`config.mk`:
```
export PLATFORM = sky130hd
export DESIGN_NAME = instr_mem_fetch
export DESIGN_NICKNAME = d
export VERILOG_FILES = /design/src/rtl/instr_mem_fetch.sv
export SDC_FILE = /design/constraint.sdc
export NUM_CORES = 1
export LEC_CHECK = 0
export CAP_MARGIN = 25
export CORE_MARGIN = 3
export CORE_UTILIZATION = 45
export CTS_CLUSTER_DIAMETER = 150
export DETAILED_ROUTE_END_ITERATION = 8
export HOLD_SLACK_MARGIN = 0.06
export SLEW_MARGIN = 15
export SYNTH_ARGS = -nofsm -noshare
export SYNTH_HDL_FRONTEND = slang
export SYNTH_SLANG_ARGS = --single-unit
export TNS_END_PERCENT = 5
```
`constraint.sdc`:
```
create_clock -name clk -period 3.1 [get_ports clk]
set_clock_uncertainty 0.1 [all_clocks]
set_input_delay 0.62 -clock clk [delete_from_list [all_inputs] [get_ports clk]]
set_output_delay 0.62 -clock clk [all_outputs]
set_load 0.01 [all_outputs]
```
`src/rtl/instr_mem_fetch.sv`:
```
// Instruction memory with a synchronous program-load port and a one-entry
// registered fetch response guarded by a valid/ready handshake.
module instr_mem_fetch #(
  parameter int unsigned DATA_W   = 16,
  parameter int unsigned ADDR_W   = 4,
  parameter int unsigned DEPTH    = 16,
  parameter bit          INIT_IDX = 1'b1
) (
  input  logic              clk,
  input  logic              clr,
  input  logic              wr_en,
  input  logic [ADDR_W-1:0] wr_addr,
  input  logic [DATA_W-1:0] wr_data,
  input  logic              req_valid,
  output logic              req_ready,
  input  logic [ADDR_W-1:0] req_addr,
  output logic              resp_valid,
  input  logic              resp_ready,
  output logic [DATA_W-1:0] resp_data,
  output logic [ADDR_W-1:0] resp_addr,
  output logic              resp_err
);

  typedef enum logic {EMPTY, FULL} state_t;

  state_t            state;
  logic [DATA_W-1:0] mem [DEPTH];
  logic              accept;
  logic              wr_in_range;
  logic              req_in_range;
  logic [DATA_W-1:0] rd_word;

  assign wr_in_range  = 32'(wr_addr)  < DEPTH;
  assign req_in_range = 32'(req_addr) < DEPTH;

  assign resp_valid = (state == FULL);
  assign req_ready  = !resp_valid || resp_ready;
  assign accept     = req_valid && req_ready;

  // Same-cycle write to the fetched address is forwarded (write-first).
  always_comb begin
    rd_word = '0;
    if (req_in_range) begin
      if (wr_en && wr_in_range && (wr_addr == req_addr))
        rd_word = wr_data;
      else
        rd_word = mem[req_addr];
    end
  end

  // NOTE: the array is built from flops, not a RAM macro, because a reset
  // reload of the whole program image is part of the block's behaviour.
  always_ff @(posedge clk or negedge clr) begin
    if (!clr) begin
      for (int i = 0; i < int'(DEPTH); i++)
        mem[i] <= INIT_IDX ? DATA_W'(i) : '0;
    end else if (wr_en && wr_in_range) begin
      mem[wr_addr] <= wr_data;
    end
  end

  // NOTE: sequential state uses non-blocking assignments so every register
  // samples pre-edge values regardless of statement order.
  always_ff @(posedge clk or negedge clr) begin
    if (!clr) begin
      state     <= EMPTY;
      resp_data <= '0;
      resp_addr <= '0;
      resp_err  <= 1'b0;
    end else begin
      case (state)
        EMPTY: begin
          if (accept) begin
            state     <= FULL;
            resp_data <= rd_word;
            resp_addr <= req_addr;
            resp_err  <= !req_in_range;
          end
        end
        FULL: begin
          if (accept) begin
            resp_data <= rd_word;
            resp_addr <= req_addr;
            resp_err  <= !req_in_range;
          end else if (resp_ready) begin
            state <= EMPTY;
          end
        end
        default: state <= EMPTY;
      endcase
    end
  end

endmodule

```
Yosys cells after proc, flatten, opt, wreduce, memory -nomap -nowiden
Cells that the tools add are included.
{"block": "word_totals", "input_bits": 29, "output_inout_bits": 23, "ff_bits": 278, "word_cells": 46}
{"block": "op_classes", "n_bitwise": 3, "mux": 14, "n_eq_ne": 1, "reduce_logical": 5, "n_lt_le_gt_ge": 3}
{"op": "bitwise mux 256 bit", "n": 1}
{"op": "2-to-1 mux 16 bit", "n": 5}
{"op": "binary-select mux 16 bit (select 4 bit)", "n": 1}
{"op": "demux 16 bit (select 4 bit)", "n": 1}
{"op": ">= comparator 5 bit (second input constant)", "n": 2}
{"op": "NOT 4 -> 5 bit", "n": 2}
{"op": "< comparator 5 x 1 -> 1 bit (second input constant)", "n": 1}
{"op": "equality test 4 bit", "n": 1}
{"op": "2-to-1 mux 1 bit", "n": 4}
{"op": "2-to-1 mux 4 bit", "n": 1}
{"op": "logical AND 1 bit", "n": 3}
{"op": "one-hot mux 1 bit (2 select lines)", "n": 1}
{"op": "zero test 1 bit", "n": 1}
{"op": "logical OR 1 bit", "n": 1}
{"op": "NOT 1 bit", "n": 1}

Depth between registers and ports, before layout
{"block": "logic_depth", "word_depth": 6, "depth_mapped": 7, "ltp_nobuf": 4}

Worst setup path after synthesis
OpenSTA, ideal clock, no wires.
{"block": "synth_timing", "path_kind": "input to register", "startpoint": "input port req_addr[3]", "endpoint": "register resp_data[10]", "path_slack_ps": 848, "required_time_ps": 2867, "path_buffers": 2, "t_arrival_ps": 2019, "stages": 6, "setup_ps": 133, "path_cell_list": "buf_4 -> clkbuf_1 -> mux4_2 -> mux2_2 -> a221oi_1 -> a211oi_1"}
{"block": "synth_via", "elab_chain_len": 6, "elab_cells_between_ends": 8, "classes_between": "eq/ne (1); mux (5); bitwise (1); reduce/logical (1)"}
{"element": "from (decl)", "line": "16", "source": "input logic [ADDR_W-1:0] req_addr,"}
{"element": "NOT 4 -> 5 bit (implied by the code)", "line": "47", "source": "rd_word = mem[req_addr];"}
{"element": "binary-select mux 16 bit (select 4 bit)", "line": "47"}
{"element": "2-to-1 mux 16 bit (implied by the code) (2 in series)", "line": "47"}
{"element": "2-to-1 mux 16 bit (*)", "line": "44", "source": "if (wr_en && wr_in_range && (wr_addr == req_addr))"}
{"element": "2-to-1 mux 16 bit (*)", "line": "73, 81"}
{"element": "to (signal assigned)", "line": "75", "source": "resp_data <= rd_word;"}
{"element": "to (signal assigned)", "line": "82", "source": "resp_data <= rd_word;"}
{"element": "to (decl)", "line": "19", "source": "output logic [DATA_W-1:0] resp_data,"}
Mark *: on every way between the ends. The rest lies on a longest branch, timed or not. The select of a mux whose other input is x is not followed.
A chain may end at the register's enable or synchronous reset.

Final worst setup path
{"block": "layout_timing", "startpoint": "input port resp_ready", "endpoint": "output port req_ready"}
{"block": "layout_via", "elab_chain_len": 1}
{"element": "from (decl)", "line": "18", "source": "input logic resp_ready,"}
{"element": "logical OR 1 bit", "line": "37", "source": "assign req_ready = !resp_valid || resp_ready;"}
{"element": "to (decl)", "line": "15", "source": "output logic req_ready,"}
Every way passes these cells.

==> impl_metrics.csv <==
group,metric,value,unit
run_status,outcome,"complete, no violations",
cts,cts_inserted_buffers,31,
power_and_ir_drop,ir_worst_vdd,422.7,uV
detailed_routing,wl_per_cell,24.69,um
detailed_routing,dr_total_vias,7676,
setup_path,cp.arrival,1780,ps
sta,rsz0062_at_grt,"no",
placement,io_buffers,50,
detailed_routing,drcViolationCount,0,
yosys,synth_nets,884,
setup_path,crit_fanout,4,
sta,tightest_slew,781.5,ps
global_routing,track_usage,21.67,%
final_layout,num_antenna_cells,0,
detailed_routing,wirelength,32.41,mm
yosys,seq_area_frac_synth,54.66,%
sta,period_needed,2504,ps
final_layout,drive_above_1_share,49.63,%
final_layout,area_delta_synth_final,16.55,%
cts,cts_setup_buffers,0,
final_layout,final_cell_mix,"mux2_2 (272), dfrtp_1 (245), mux4_2 (48), buf_4 (48), clkdlybuf4s50_1 (47)",
detailed_routing,dr.pass1.iters,5,
placement,globalplace.congestion,0.8036,
detailed_routing,vias_per_cell,5.846,
setup_path,start_kind,"input pin",
yosys,synthCells,855,
floorplanning,die_area,0.03040,mm2
final_layout,nets,945,
power_and_ir_drop,power.density,696.8,mW/mm2
floorplanning,die_w,174.4,um
power_and_ir_drop,leakage,6.229,nW
final_layout,fillerInstances,2247,
cts,cts_resized,0,
final_layout,final_common_cell,"mux2_2",
placement,dpl.hpwl,21.09,mm
sta,finalCritPeriodShare,80.78,%
sta,setup_viol,0,
cts,holdBufCountCts,1,
cts,cts_max_path_buffers,3,
cts,clock_sinks,277,
placement,place_area,0.01386,mm2
yosys,synth-seq-cells,277,
yosys,ys_types,27,
floorplanning,fp.dieH,174.4,um
cts,clkLatencyLatePin,550,ps
yosys,syn_area,0.01275,mm2
cts,clkTransAtPathRegs,60,ps
global_routing,grt_pass1_vias,8492,
sta,fmax,399.3,MHz
setup_path,worstSetupPathType,"in -> out",
job,cap_viol_max_count,0,
cts,clockRootBuffer,"clkbuf_16",
global_routing,grt_pass1_wl,51.11,mm
sta,fin_setup_tns,0,ps
global_routing,grt_max_degree,96,
yosys,ys_warn_count,0,
floorplanning,rows,60,
hold_path,hold_path.class,"reg -> reg",
global_routing,grt_antenna_before_repair,0,
floorplanning,core,0.02740,mm2
cts,cts_tree,"done",
floorplanning,io_pins,52,
detailed_routing,antenna_left,0,
setup_path,required,2380,ps
setup_path,endpoint_kind,"output port",
sta,slew_headroom,47.90,%
sta,finalHoldViolCount,0,
floorplanning,start_util,46.55,%
cts,htree_levels,1,
global_routing,grt_overflow_total,0,
sta,slew_violations,0,
final_layout,fin_area,0.01487,mm2
detailed_routing,drtIter0Drc,551,
yosys,synth.avg_cell_area,14.92,um2
[per-layer routing]
metal  GRT usage (%)  part of all wire, %  vias up
met5               0                    0        -
met4           6.468                  2.7        0
met3           2.621                  3.8       50
met2           37.58                   51      174
met1           28.69                   43     4119
li1                -                    -     3333
[registers in the layout, summed over array words and instances (netlist names)]
name        count
resp_valid      1
resp_data      16
mem           256
resp_addr       4
[path summary, 6_finish.rpt]
kind	cells past startpoint	endpoint	slack, ps	start
setup / recovery	3	req_ready	600	resp_ready
hold / removal	2	resp_addr[3]	390	resp_addr[3]
setup reg to reg	4	resp_data[7]	1320	mem[23]
hold reg to reg	2	resp_addr[3]	390	resp_addr[3]
max in group asynchronous	3	mem[217]	1370	clr
min in group asynchronous	2	mem[97]	580	clr
[where the power goes]
part	total (mW)	switching [mW]	internal, mW	leakage, nW
clock	3.53	1.43	2.09	0.497
combinational	1.90	0.750	1.15	2.40
sequential	4.93	0.421	4.51	3.33
[Yosys cell counts]
| cell | number | area [um2] |
|---|---|---|
| a211oi_1 | 16 | 120.1 |
| a221oi_1 | 32 | 280.3 |
| and2_1 | 3 | 18.77 |
| and3_1 | 1 | 6.260 |
| buf_2 | 27 | 135.1 |
| buf_4 | 5 | 37.54 |
| buf_6 | 5 | 56.30 |
| clkbuf_1 | 39 | 146.4 |
| conb_1 | 1 | 3.750 |
| dfrtp_1 | 245 | 6131 |
| dfstp_2 | 32 | 840.8 |
| mux2_2 | 272 | 3063 |
| mux2i_1 | 32 | 320.3 |
| mux4_2 | 48 | 1081 |
| nand2_1 | 20 | 75.07 |
| nand2b_1 | 4 | 25.02 |
| nand3_1 | 3 | 15.01 |
| nand3b_1 | 1 | 7.510 |
| nor2_1 | 23 | 86.33 |
| nor2b_1 | 2 | 12.51 |
| nor3_2 | 5 | 50.05 |
| nor4_1 | 16 | 100.1 |
| nor4b_2 | 1 | 15.01 |
| o21ai_0 | 14 | 70.07 |
| o21ai_1 | 2 | 10.01 |
| or3_1 | 2 | 12.51 |
| xnor2_1 | 4 | 35.03 |
[critical path, stage by stage]
cell and delay (ps):
clkdlybuf4s50_1 450, nand2b_1 150, clkdlybuf4s50_1 560
[final cells by class]
cell class,count,area [um2],share of cell area [%]
clock buffers,47,905.9,6.094
clock inverters,11,87.58,0.5892
multi-input cells,502,5439,36.59
well taps,372,465.4,3.131
flip-flops and latches,277,6972,46.90
repair buffers,104,996.0,6.700
[cells by family (layout without fill, tap and decap cells)]
group                     after synthesis  count (layout)  share of synthesized area [%]
xor gates and xnor gates                4               4                         0.2746
other                                   1               1                        0.02940
buffers and inverters                  76             162                          2.943
DFF                                   277             277                          54.66
muxes                                 352             352                          35.00
and+or+nand+nor                        81              81                          3.325
AOI/OAI and AO/OA                      64              64                          3.767
[through the flow]
| step | hold WS (ps) | std cells | power (mW) | worst slack, ps | util, % |
|---|---|---|---|---|---|
| 2_1_floorplan | 224.4 | 855 | 6.199 | 848.1 | - |
| 3_3_place_gp | 371.2 | 1254 | 6.764 | 373.3 | 50.59 |
| 3_5_place_dp | 368.4 | 1254 | 6.915 | 313.1 | 50.59 |
| 4_1_cts | 383.1 | 1313 | 10.47 | 596.2 | 54.25 |
| 5_1_grt | 412.6 | 1313 | 10.87 | 558.4 | 54.25 |
| 6_report | 385.9 | 1313 | 10.36 | 595.9 | 54.25 |
(Power assumes the default switching activity.)
